===== src/rtl/wb_port_arbiter_pkg.sv =====
// Shared register-file write-port definitions and helpers for the writeback arbiter.
package wb_port_arbiter_pkg;

    localparam int REG_BUS_W  = 64;
    localparam int REG_ADDR_W = 5;

    localparam logic [REG_BUS_W-1:0]  ZERO_WORD    = '0;
    localparam logic [REG_ADDR_W-1:0] REG_X0       = '0;
    localparam logic                  REG_WENABLE  = 1'b1;
    localparam logic                  REG_WDISABLE = 1'b0;

    typedef enum logic [1:0] {
        GNT_NONE = 2'd0,
        GNT_ALU  = 2'd1,
        GNT_LSU  = 2'd2
    } gnt_e;

    function automatic logic [31:0] rd_onehot(input logic [REG_ADDR_W-1:0] rd);
        return 32'd1 << rd;
    endfunction

endpackage


===== src/rtl/wb_port_arbiter_fifo.sv =====
// Small per-requester result queue; exposes every slot's destination so the
// top can build the pending-write mask.
module wb_fifo
    import wb_port_arbiter_pkg::*;
#(
    parameter int DEPTH = 2,
    parameter int XLEN  = 64
) (
    input  logic                    clk,
    input  logic                    rst,
    input  logic                    push,
    input  logic [REG_ADDR_W-1:0]   push_rd,
    input  logic [XLEN-1:0]         push_data,
    input  logic                    pop,
    output logic                    head_valid,
    output logic [REG_ADDR_W-1:0]   head_rd,
    output logic [XLEN-1:0]         head_data,
    output logic                    full,
    output logic [DEPTH-1:0]        ent_valid,
    output logic [DEPTH*REG_ADDR_W-1:0] ent_rd
);

    localparam int PTR_W = $clog2(DEPTH);
    localparam logic [PTR_W:0] FULL_CNT = DEPTH[PTR_W:0];

    logic [PTR_W-1:0]      wr_ptr;
    logic [PTR_W-1:0]      rd_ptr;
    logic [PTR_W:0]        count;
    logic [DEPTH-1:0]      vld;
    logic [REG_ADDR_W-1:0] rd_mem   [DEPTH];
    logic [XLEN-1:0]       data_mem [DEPTH];

    always_ff @(posedge clk or negedge rst) begin
        if (!rst) begin
            wr_ptr <= '0;
            rd_ptr <= '0;
            count  <= '0;
            vld    <= '0;
        end else begin
            if (push) begin
                wr_ptr      <= wr_ptr + 1'b1;
                vld[wr_ptr] <= 1'b1;
            end
            if (pop) begin
                rd_ptr      <= rd_ptr + 1'b1;
                vld[rd_ptr] <= 1'b0;
            end
            case ({push, pop})
                2'b10:   count <= count + 1'b1;
                2'b01:   count <= count - 1'b1;
                default: count <= count;
            endcase
        end
    end

    // Payload storage carries no reset; slot validity is tracked above.
    always_ff @(posedge clk) begin
        if (push) begin
            rd_mem[wr_ptr]   <= push_rd;
            data_mem[wr_ptr] <= push_data;
        end
    end

    assign head_valid = (count != '0);
    assign head_rd    = rd_mem[rd_ptr];
    assign head_data  = data_mem[rd_ptr];
    assign full       = (count == FULL_CNT);
    assign ent_valid  = vld;

    for (genvar i = 0; i < DEPTH; i++) begin : g_ent
        assign ent_rd[i*REG_ADDR_W +: REG_ADDR_W] = rd_mem[i];
    end

endmodule


===== src/rtl/wb_port_arbiter.sv =====
// Arbitrates the single register-file write port between the ALU and the
// long-latency unit, and publishes which destinations still await their write.
module wb_port_arbiter
    import wb_port_arbiter_pkg::*;
#(
    parameter int DEPTH    = 2,
    parameter int MAX_WAIT = 4,
    parameter int XLEN     = 64
) (
    input  logic                  clk,
    input  logic                  rst,
    input  logic                  alu_valid,
    output logic                  alu_ready,
    input  logic [REG_ADDR_W-1:0] alu_rd,
    input  logic [XLEN-1:0]       alu_data,
    input  logic                  lsu_valid,
    output logic                  lsu_ready,
    input  logic [REG_ADDR_W-1:0] lsu_rd,
    input  logic [XLEN-1:0]       lsu_data,
    output logic                  wb_ena,
    output logic [REG_ADDR_W-1:0] wb_addr,
    output logic [XLEN-1:0]       wb_data,
    output logic [31:0]           pend_mask
);

    localparam logic [3:0] WAIT_MAX = MAX_WAIT[3:0];

    logic                        rdy_en;
    logic [3:0]                  wait_cnt;
    gnt_e                        gnt;

    logic                        a_push, a_pop, a_head_valid, a_full;
    logic [REG_ADDR_W-1:0]       a_head_rd;
    logic [XLEN-1:0]             a_head_data;
    logic [DEPTH-1:0]            a_ent_valid;
    logic [DEPTH*REG_ADDR_W-1:0] a_ent_rd;

    logic                        l_push, l_pop, l_head_valid, l_full;
    logic [REG_ADDR_W-1:0]       l_head_rd;
    logic [XLEN-1:0]             l_head_data;
    logic [DEPTH-1:0]            l_ent_valid;
    logic [DEPTH*REG_ADDR_W-1:0] l_ent_rd;

    // ready is held low until the first edge after reset release
    assign alu_ready = rdy_en & ~a_full;
    assign lsu_ready = rdy_en & ~l_full;

    // x0 writes complete the handshake but are dropped here
    assign a_push = alu_valid & alu_ready & (alu_rd != REG_X0);
    assign l_push = lsu_valid & lsu_ready & (lsu_rd != REG_X0);

    wb_fifo #(.DEPTH(DEPTH), .XLEN(XLEN)) u_alu_fifo (
        .clk        (clk),
        .rst        (rst),
        .push       (a_push),
        .push_rd    (alu_rd),
        .push_data  (alu_data),
        .pop        (a_pop),
        .head_valid (a_head_valid),
        .head_rd    (a_head_rd),
        .head_data  (a_head_data),
        .full       (a_full),
        .ent_valid  (a_ent_valid),
        .ent_rd     (a_ent_rd)
    );

    wb_fifo #(.DEPTH(DEPTH), .XLEN(XLEN)) u_lsu_fifo (
        .clk        (clk),
        .rst        (rst),
        .push       (l_push),
        .push_rd    (lsu_rd),
        .push_data  (lsu_data),
        .pop        (l_pop),
        .head_valid (l_head_valid),
        .head_rd    (l_head_rd),
        .head_data  (l_head_data),
        .full       (l_full),
        .ent_valid  (l_ent_valid),
        .ent_rd     (l_ent_rd)
    );

    // L wins ties unless A has already lost MAX_WAIT cycles in a row
    always_comb begin
        gnt = GNT_NONE;
        if (a_head_valid && (!l_head_valid || wait_cnt == WAIT_MAX)) begin
            gnt = GNT_ALU;
        end else if (l_head_valid) begin
            gnt = GNT_LSU;
        end
    end

    assign a_pop = (gnt == GNT_ALU);
    assign l_pop = (gnt == GNT_LSU);

    always_ff @(posedge clk or negedge rst) begin
        if (!rst) begin
            rdy_en   <= 1'b0;
            wait_cnt <= '0;
            wb_ena   <= REG_WDISABLE;
            wb_addr  <= REG_X0;
            wb_data  <= ZERO_WORD[XLEN-1:0];
        end else begin
            rdy_en <= 1'b1;
            if (!a_head_valid || gnt == GNT_ALU) begin
                wait_cnt <= '0;
            end else if (wait_cnt != WAIT_MAX) begin
                wait_cnt <= wait_cnt + 4'd1;
            end
            case (gnt)
                GNT_ALU: begin
                    wb_ena  <= REG_WENABLE;
                    wb_addr <= a_head_rd;
                    wb_data <= a_head_data;
                end
                GNT_LSU: begin
                    wb_ena  <= REG_WENABLE;
                    wb_addr <= l_head_rd;
                    wb_data <= l_head_data;
                end
                default: wb_ena <= REG_WDISABLE;
            endcase
        end
    end

    always_comb begin
        logic [31:0] m;
        m = '0;
        for (int i = 0; i < DEPTH; i++) begin
            if (a_ent_valid[i]) m = m | rd_onehot(a_ent_rd[i*REG_ADDR_W +: REG_ADDR_W]);
            if (l_ent_valid[i]) m = m | rd_onehot(l_ent_rd[i*REG_ADDR_W +: REG_ADDR_W]);
        end
        if (wb_ena) m = m | rd_onehot(wb_addr);
        pend_mask = {m[31:1], 1'b0};
    end

endmodule


===== config.mk =====
export PLATFORM = sky130hd
export DESIGN_NAME = wb_port_arbiter
export DESIGN_NICKNAME = d
export VERILOG_FILES = /design/src/rtl/wb_port_arbiter_pkg.sv /design/src/rtl/wb_port_arbiter_fifo.sv /design/src/rtl/wb_port_arbiter.sv
export SDC_FILE = /design/constraint.sdc
export NUM_CORES = 1
export LEC_CHECK = 0
export ABC_AREA = 1
export CORE_UTILIZATION = 58
export DETAILED_ROUTE_END_ITERATION = 7
export PLACE_DENSITY = 0.9
export SLEW_MARGIN = 10
export SYNTH_ARGS = -nofsm -noshare
export SYNTH_HDL_FRONTEND = slang
export SYNTH_SLANG_ARGS = --single-unit

===== constraint.sdc =====
create_clock -name clk -period 5.5 [get_ports clk]
set_input_delay 1.1 -clock clk [delete_from_list [all_inputs] [get_ports clk]]
set_output_delay 1.1 -clock clk [all_outputs]
set_load 0.05 [all_outputs]

==> metrics.txt <==
Clock Tree Buf Depth 3; flop2flop setup slack 2.38 ns; DR DRC count 0; final core occ 72.9%; Die Height 168 microns; #FFs+latches synth 363; Final Hold Slack 0.477 ns; vias per cell 5.74; # resized after CTS 0; FF+latch area 0.0105 sq mm; Max Slew Vio Count 0; placed insts 2,225; Post-synth EDFFs 276; final worst-path cycle share 73.7%; Reg power frac 35.4%; Die Wd 168 microns; Clock Skew 0.0210 ns; Worst Setup SP wb_addr[4]$_DFFE_PN0P_; Hold Crit Class flip-flop to flip-flop; total I/O pin count 246; leading post-synthesis cells by cell area edfxtp_1, nand2_1, dfrtp_1; Post-DP HPWL 31,100 microns; first-pass GRT wire length 72,800 microns; maxcap violations 0; Switching Share 43.6%; NetSw 4.77 mW; R2R Path End wb_data[52]$_DFFE_PN0P_; CP bufs+invs 3; crit-path cells inv_1 -> nand2_1 -> nor2_1 -> inv_1 -> nor2_1 -> a21oi_1 -> nand2_1 -> clkdlybuf4s50_1; Port Buffer Count 244; Syn Inst Count 1,702; Synth Flop Type edfxtp_1; Slew headroom 17.4%; Initial Utilization 59.1%; DR iter-0 viols 1,632; CORE AREA 0.0270 sq mm; routed via count 13,200; initial antenna violation count 5; area of the multi-input gates 0.00490 sq mm; post-synth top area cell edfxtp_1; GRT overflow 0; share of cells above drive strength 1 4.36%; Ys Warns 0; CP max stage cell clkdlybuf4s50_1; post-synth net total 1,848; CP endpoint pend_mask[4]; asr flop ratio synth 24.0%; row count 60; Int Pwr 6.16 mW; commonest non-fill, non-tap cell in the layout nand2_1; crit-path max cell delay 0.80 ns; # setup viols final 0; Root Driver clkbuf_16; status completed; Gate power share 43.7%; Design Power 10.9 mW; FILL cells 1,803; Startpoint Class flip-flop; nets 2,068; post-synthesis sequential area ratio 65.5%; Lkg Pwr 8.50 nW; CTS tree built; CTS sink cnt 363; number of routed nets with antenna violations 0; top-area cell type share of the netlist area 51.9%; Post-Syn Area 0.0160 sq mm; unrepaired setup endpoints after global routing false; P&R area growth vs syn 23.2%; most frequent cells in the layout nand2_1, edfxtp_1, clkdlybuf4s50_1; routed wire length 47,500 microns; Setup CP Type flip-flop to output port; PwrDens 556 mW/mm^2; setup TNS 0 ns; Levels on crit path 8; Clock transition at path regs 0.06 ns; FF-to-FF path depth 9; pin count of the biggest net entering global routing 77; fin cells 2,293; Reg2Reg Launch Point u_lsu_fifo.count[0]$_DFFE_PN0P_; syn_area_per_cell 9.39 sq um; Worst-Skew Late Latency 0.52 ns; H-tree depth 2; family with the most delay on the worst path buffers and inverters; distinct cell type count after synthesis 32; die area 0.0282 sq mm; post-DR wirelength/cell 20.7 microns; Routability Congestion 1.04; fin crit period 4.05 ns; final number of hold-violating endpoints 0; DRT Pass-1 Iters 6; Post-CTS Hold Buffers 0; CTS Buf Count 36; WP data arrival 2.95 ns; Clk pwr share 21.0%; vias in the first global route 13,100; Worst EP required 4.40 ns; FMAX 247 MHz; measured slew at the worst slew-check pin 1.24 ns; CP max FO 8; VDD IR max 390 uV; # Post-CTS Setup Buffers 0; GRT Overall Usage 34.3%; CP endpoint kind output port
-- synthesized netlist by cell type, drive strengths merged (2+ instances only) --
cell / n
a21oi: 30
buf: 53
clkbuf: 21
conb: 2
dfrtp: 87
edfxtp: 276
ha: 4
inv: 69
nand2: 844
nand3: 119
nand3b: 2
nand4: 15
nor2: 133
nor3: 14
o211ai: 3
o21ai: 16
o22ai: 2
xnor2: 3
xor2: 4
-- tightest hold or removal path, delay by kind of cell, from the launching register on --
kind          cells  cell delay (ns)
simple gates      2             0.10
flops             1             0.34
-- how the worst min path moves through the flow --
stage,start,end,depth (start not counted)
3_5_place_dp,wb_data[15]$_DFFE_PN0P_,wb_data[15]$_DFFE_PN0P_,2
4_1_cts,wb_data[4]$_DFFE_PN0P_,wb_data[4]$_DFFE_PN0P_,2
3_3_place_gp,wb_data[0]$_DFFE_PN0P_,wb_data[0]$_DFFE_PN0P_,2
2_1_floorplan,wait_cnt[0]$_DFFE_PN0P_,wait_cnt[0]$_DFFE_PN0P_,1
5_1_grt,wb_data[20]$_DFFE_PN0P_,wb_data[20]$_DFFE_PN0P_,2
6_report,wb_data[2]$_DFFE_PN0P_,wb_data[2]$_DFFE_PN0P_,2
-- registers in the layout, indices dropped and copies added, names as in the netlist --
register / flops
u_alu_fifo.data_mem: 128
u_lsu_fifo.data_mem: 128
wb_data: 64
u_alu_fifo.rd_mem: 10
u_lsu_fifo.rd_mem: 10
wb_addr: 5
wait_cnt: 4
u_alu_fifo.count: 2
u_alu_fifo.ent_valid: 2
u_lsu_fifo.count: 2
u_lsu_fifo.ent_valid: 2
rdy_en: 1
u_alu_fifo.rd_ptr: 1
u_alu_fifo.wr_ptr: 1
u_lsu_fifo.rd_ptr: 1
u_lsu_fifo.wr_ptr: 1
wb_ena: 1
-- power groups by stage --
stage	combinational [mW]	clock, mW	sequential [mW]
floorplan	2.39	0	4.67
global placement	4.54	0	3.87
detailed placement	4.70	0	3.90
CTS	4.76	2.31	3.86
global route	5.16	2.42	3.92
finish	4.78	2.29	3.87
-- stage by stage --
stage	setup WS, ns	instance area (sq um)
CTS	1.48	19700
detailed placement	1.80	18600
floorplan	2.06	16000
global route	1.30	19700
finish	1.45	19700
global placement	1.88	18600
-- final cells by class --
class / instances / share of cell area [%]
sequential: 363 / 53.2
multi-input combinational: 1196 / 24.9
timing repair buffer: 256 / 12.8
clock buffer: 46 / 5.02
tap: 341 / 2.17
inverter: 69 / 1.34
clock inverter: 19 / 0.546
antenna: 3 / 0.0381
-- cell families (layout without fill, tap and decap cells) --
family	after synthesis	after routing	share of synthesized area (%)
AO/OA/AOI/OAI	54	54	1.89
XOR/XNOR	7	7	0.384
adder cells (fa/ha/maj)	4	4	0.313
buffers and inverters	143	390	3.86
flip-flops	363	363	65.5
other	2	5	0.0470
AND/OR/NAND/NOR	1129	1129	28.0
-- per-layer routing --
metal | share of wire [%] | GRT usage (%) | wire, microns
met1 | 38 | 44.6 | 18100
met2 | 49 | 57.0 | 23300
met4 | 2.6 | 12.3 | 1250
met3 | 10 | 7.69 | 4790
met5 | 0.061 | 0 | 29
(Power assumes the default switching activity.)
==> RTL edit, RTL diff (same flow settings) <==
`XLEN` is set to 64 in 2 places; all go to 32.
--- a/src/rtl/wb_port_arbiter_fifo.sv
+++ b/src/rtl/wb_port_arbiter_fifo.sv
@@ -4,7 +4,7 @@
     import wb_port_arbiter_pkg::*;
 #(
     parameter int DEPTH = 2,
-    parameter int XLEN  = 64
+    parameter int XLEN  = 32
 ) (
     input  logic                    clk,
     input  logic                    rst,
--- a/src/rtl/wb_port_arbiter.sv
+++ b/src/rtl/wb_port_arbiter.sv
@@ -5,7 +5,7 @@
 #(
     parameter int DEPTH    = 2,
     parameter int MAX_WAIT = 4,
-    parameter int XLEN     = 64
+    parameter int XLEN     = 32
 ) (
     input  logic                  clk,
     input  logic                  rst,
Interface: changed (resized alu_data, lsu_data and wb_data); port bits go from 246 to 150. No check against the original RTL was run, so the function may have changed too.
==> RTL edit against the unedited design <==
Area after synthesis decreased by 39%. Power fell by 38%. Setup slack got worse by 0.029 ns. Design area decreased by 39%. Combinational power fell by 35%. Wire length fell by 33%. Sequential cell count is 160 lower. Register-to-register slack improved by 0.11 ns.
==> RTL edit: results (changes against the unedited design) <==
R2r setup slk: 2.49 ns (+0.11 ns)
Synth Area in Compound Gates: 2.881% (+0.99 points)
Met2 usage: 62.93% (+6.0 points)
Vias in the first global route: 8914 (-32%)
Via count: 8874 (-33%)
Htree depth: 1 (-1)
Reg2reg path depth: 6 (-3)
Uppermost layer routed: met4
Final Wtd Congestion: 1.045 (+0.71%)
Worst hold start: wb_data[31]$_DFFE_PN0P_
Fin Clk Skew: 0.02922 ns (+0.008218 ns)
Synth async-reset ratio: 27.09% (+3.1 points)
Final nets: 1339 (-35%)
Layout cells sized above 1: 4.399% (+0.038 points)
Pin count of the biggest net entering global routing: 56 (-27%)
Port Buffers: 148 (-39%)
Status: finished, final reports clean
DRT Pass-1 Iters: 5 (-1)
Distinct cells, synth: 27 (-16%)
Synth top cells by count: 492 x nand2_1, 148 x edfxtp_1, 105 x nor2_1
Largest registers: u_alu_fifo.data_mem x64, u_lsu_fifo.data_mem x64, wb_data x32
Antenna violations before repair: 0 (-5)
Reg-to-Reg End: wb_data[4]$_DFFE_PN0P_
Antenna diodes: 0 (-3)
Critical Path Fanout Max: 7 (-1)
Worst flop-to-flop path startpoint: u_lsu_fifo.count[1]$_DFFE_PN0P_
Switching Fraction: 45.39% (+1.7 points)
Syn_nets: 1204 (-35%)
Crit-path max cell delay: 0.82 ns (+0.02 ns)
VDD IR max: 0.3746 mV (-3.9%)
Top post-synthesis cells by area: edfxtp_1 45%, nand2_1 19%, dfrtp_1 14%, nand3_1 4.1%, nor2_1 4.0%
Sequential fraction of the synthesis area: 59.57% (-5.9 points)
Total CTS buffers: 22 (-39%)
DP HPWL: 20.71 mm (-33%)
RTL edit: cell types whose count changed in the layout (fill, tap and decap cells not counted), sizes merged, moves of 11 or more:
cell / change
nand4: +15
clkinv: -11
clkbuf: -17
nand3: -39
dfrtp: -32
edfxtp: -128
clkdlybuf4s50: -96
nand2: -350
nor2: -23
RTL edit: area by class of cell:
type | count | area (µm²)
Sequential cell | 203 | 5821
Fill cell | 1099 | 4492
Multi-Input combinational cell | 799 | 3401
Timing Repair Buffer | 156 | 1536
Clock buffer | 29 | 596.8
Inverter | 75 | 281.5
Tap cell | 220 | 275.3
Clock inverter | 11 | 121.4
RTL edit: tightest hold or removal path: stages, from the launching register on:
cell and delay (ns):
dfrtp_1 0.34, nand2_1 0.05, nand2_1 0.05
RTL edit: how the worst min path moves through the flow:
stage	endpoint	slack (ns)
finish	wb_data[31]$_DFFE_PN0P_	0.48
global route	wb_data[25]$_DFFE_PN0P_	0.50
CTS	wb_data[31]$_DFFE_PN0P_	0.48
detailed placement	wb_data[17]$_DFFE_PN0P_	0.46
global placement	wb_data[29]$_DFFE_PN0P_	0.46
floorplan	wait_cnt[0]$_DFFE_PN0P_	0.45
RTL edit: power groups by stage:
stage | registers [mW] | logic [mW] | clock network (mW)
after floorplan | 2.63 | 1.64 | 0
after global placement | 2.23 | 2.88 | 0
after detailed placement | 2.25 | 2.95 | 0
after CTS | 2.23 | 3.05 | 1.46
after global routing | 2.27 | 3.31 | 1.52
final | 2.24 | 3.09 | 1.46
RTL edit: metrics by stage:
stage	setup slack, ns	hold WS, ns	std cells	instance area, µm²
after detailed placement	1.997	0.4647	1453	11310
after global placement	1.929	0.4633	1453	11310
after global routing	1.326	0.5044	1493	12030
after floorplan	2.612	0.4520	1122	9771
final	1.419	0.4765	1493	12030
after CTS	1.472	0.4809	1493	12030
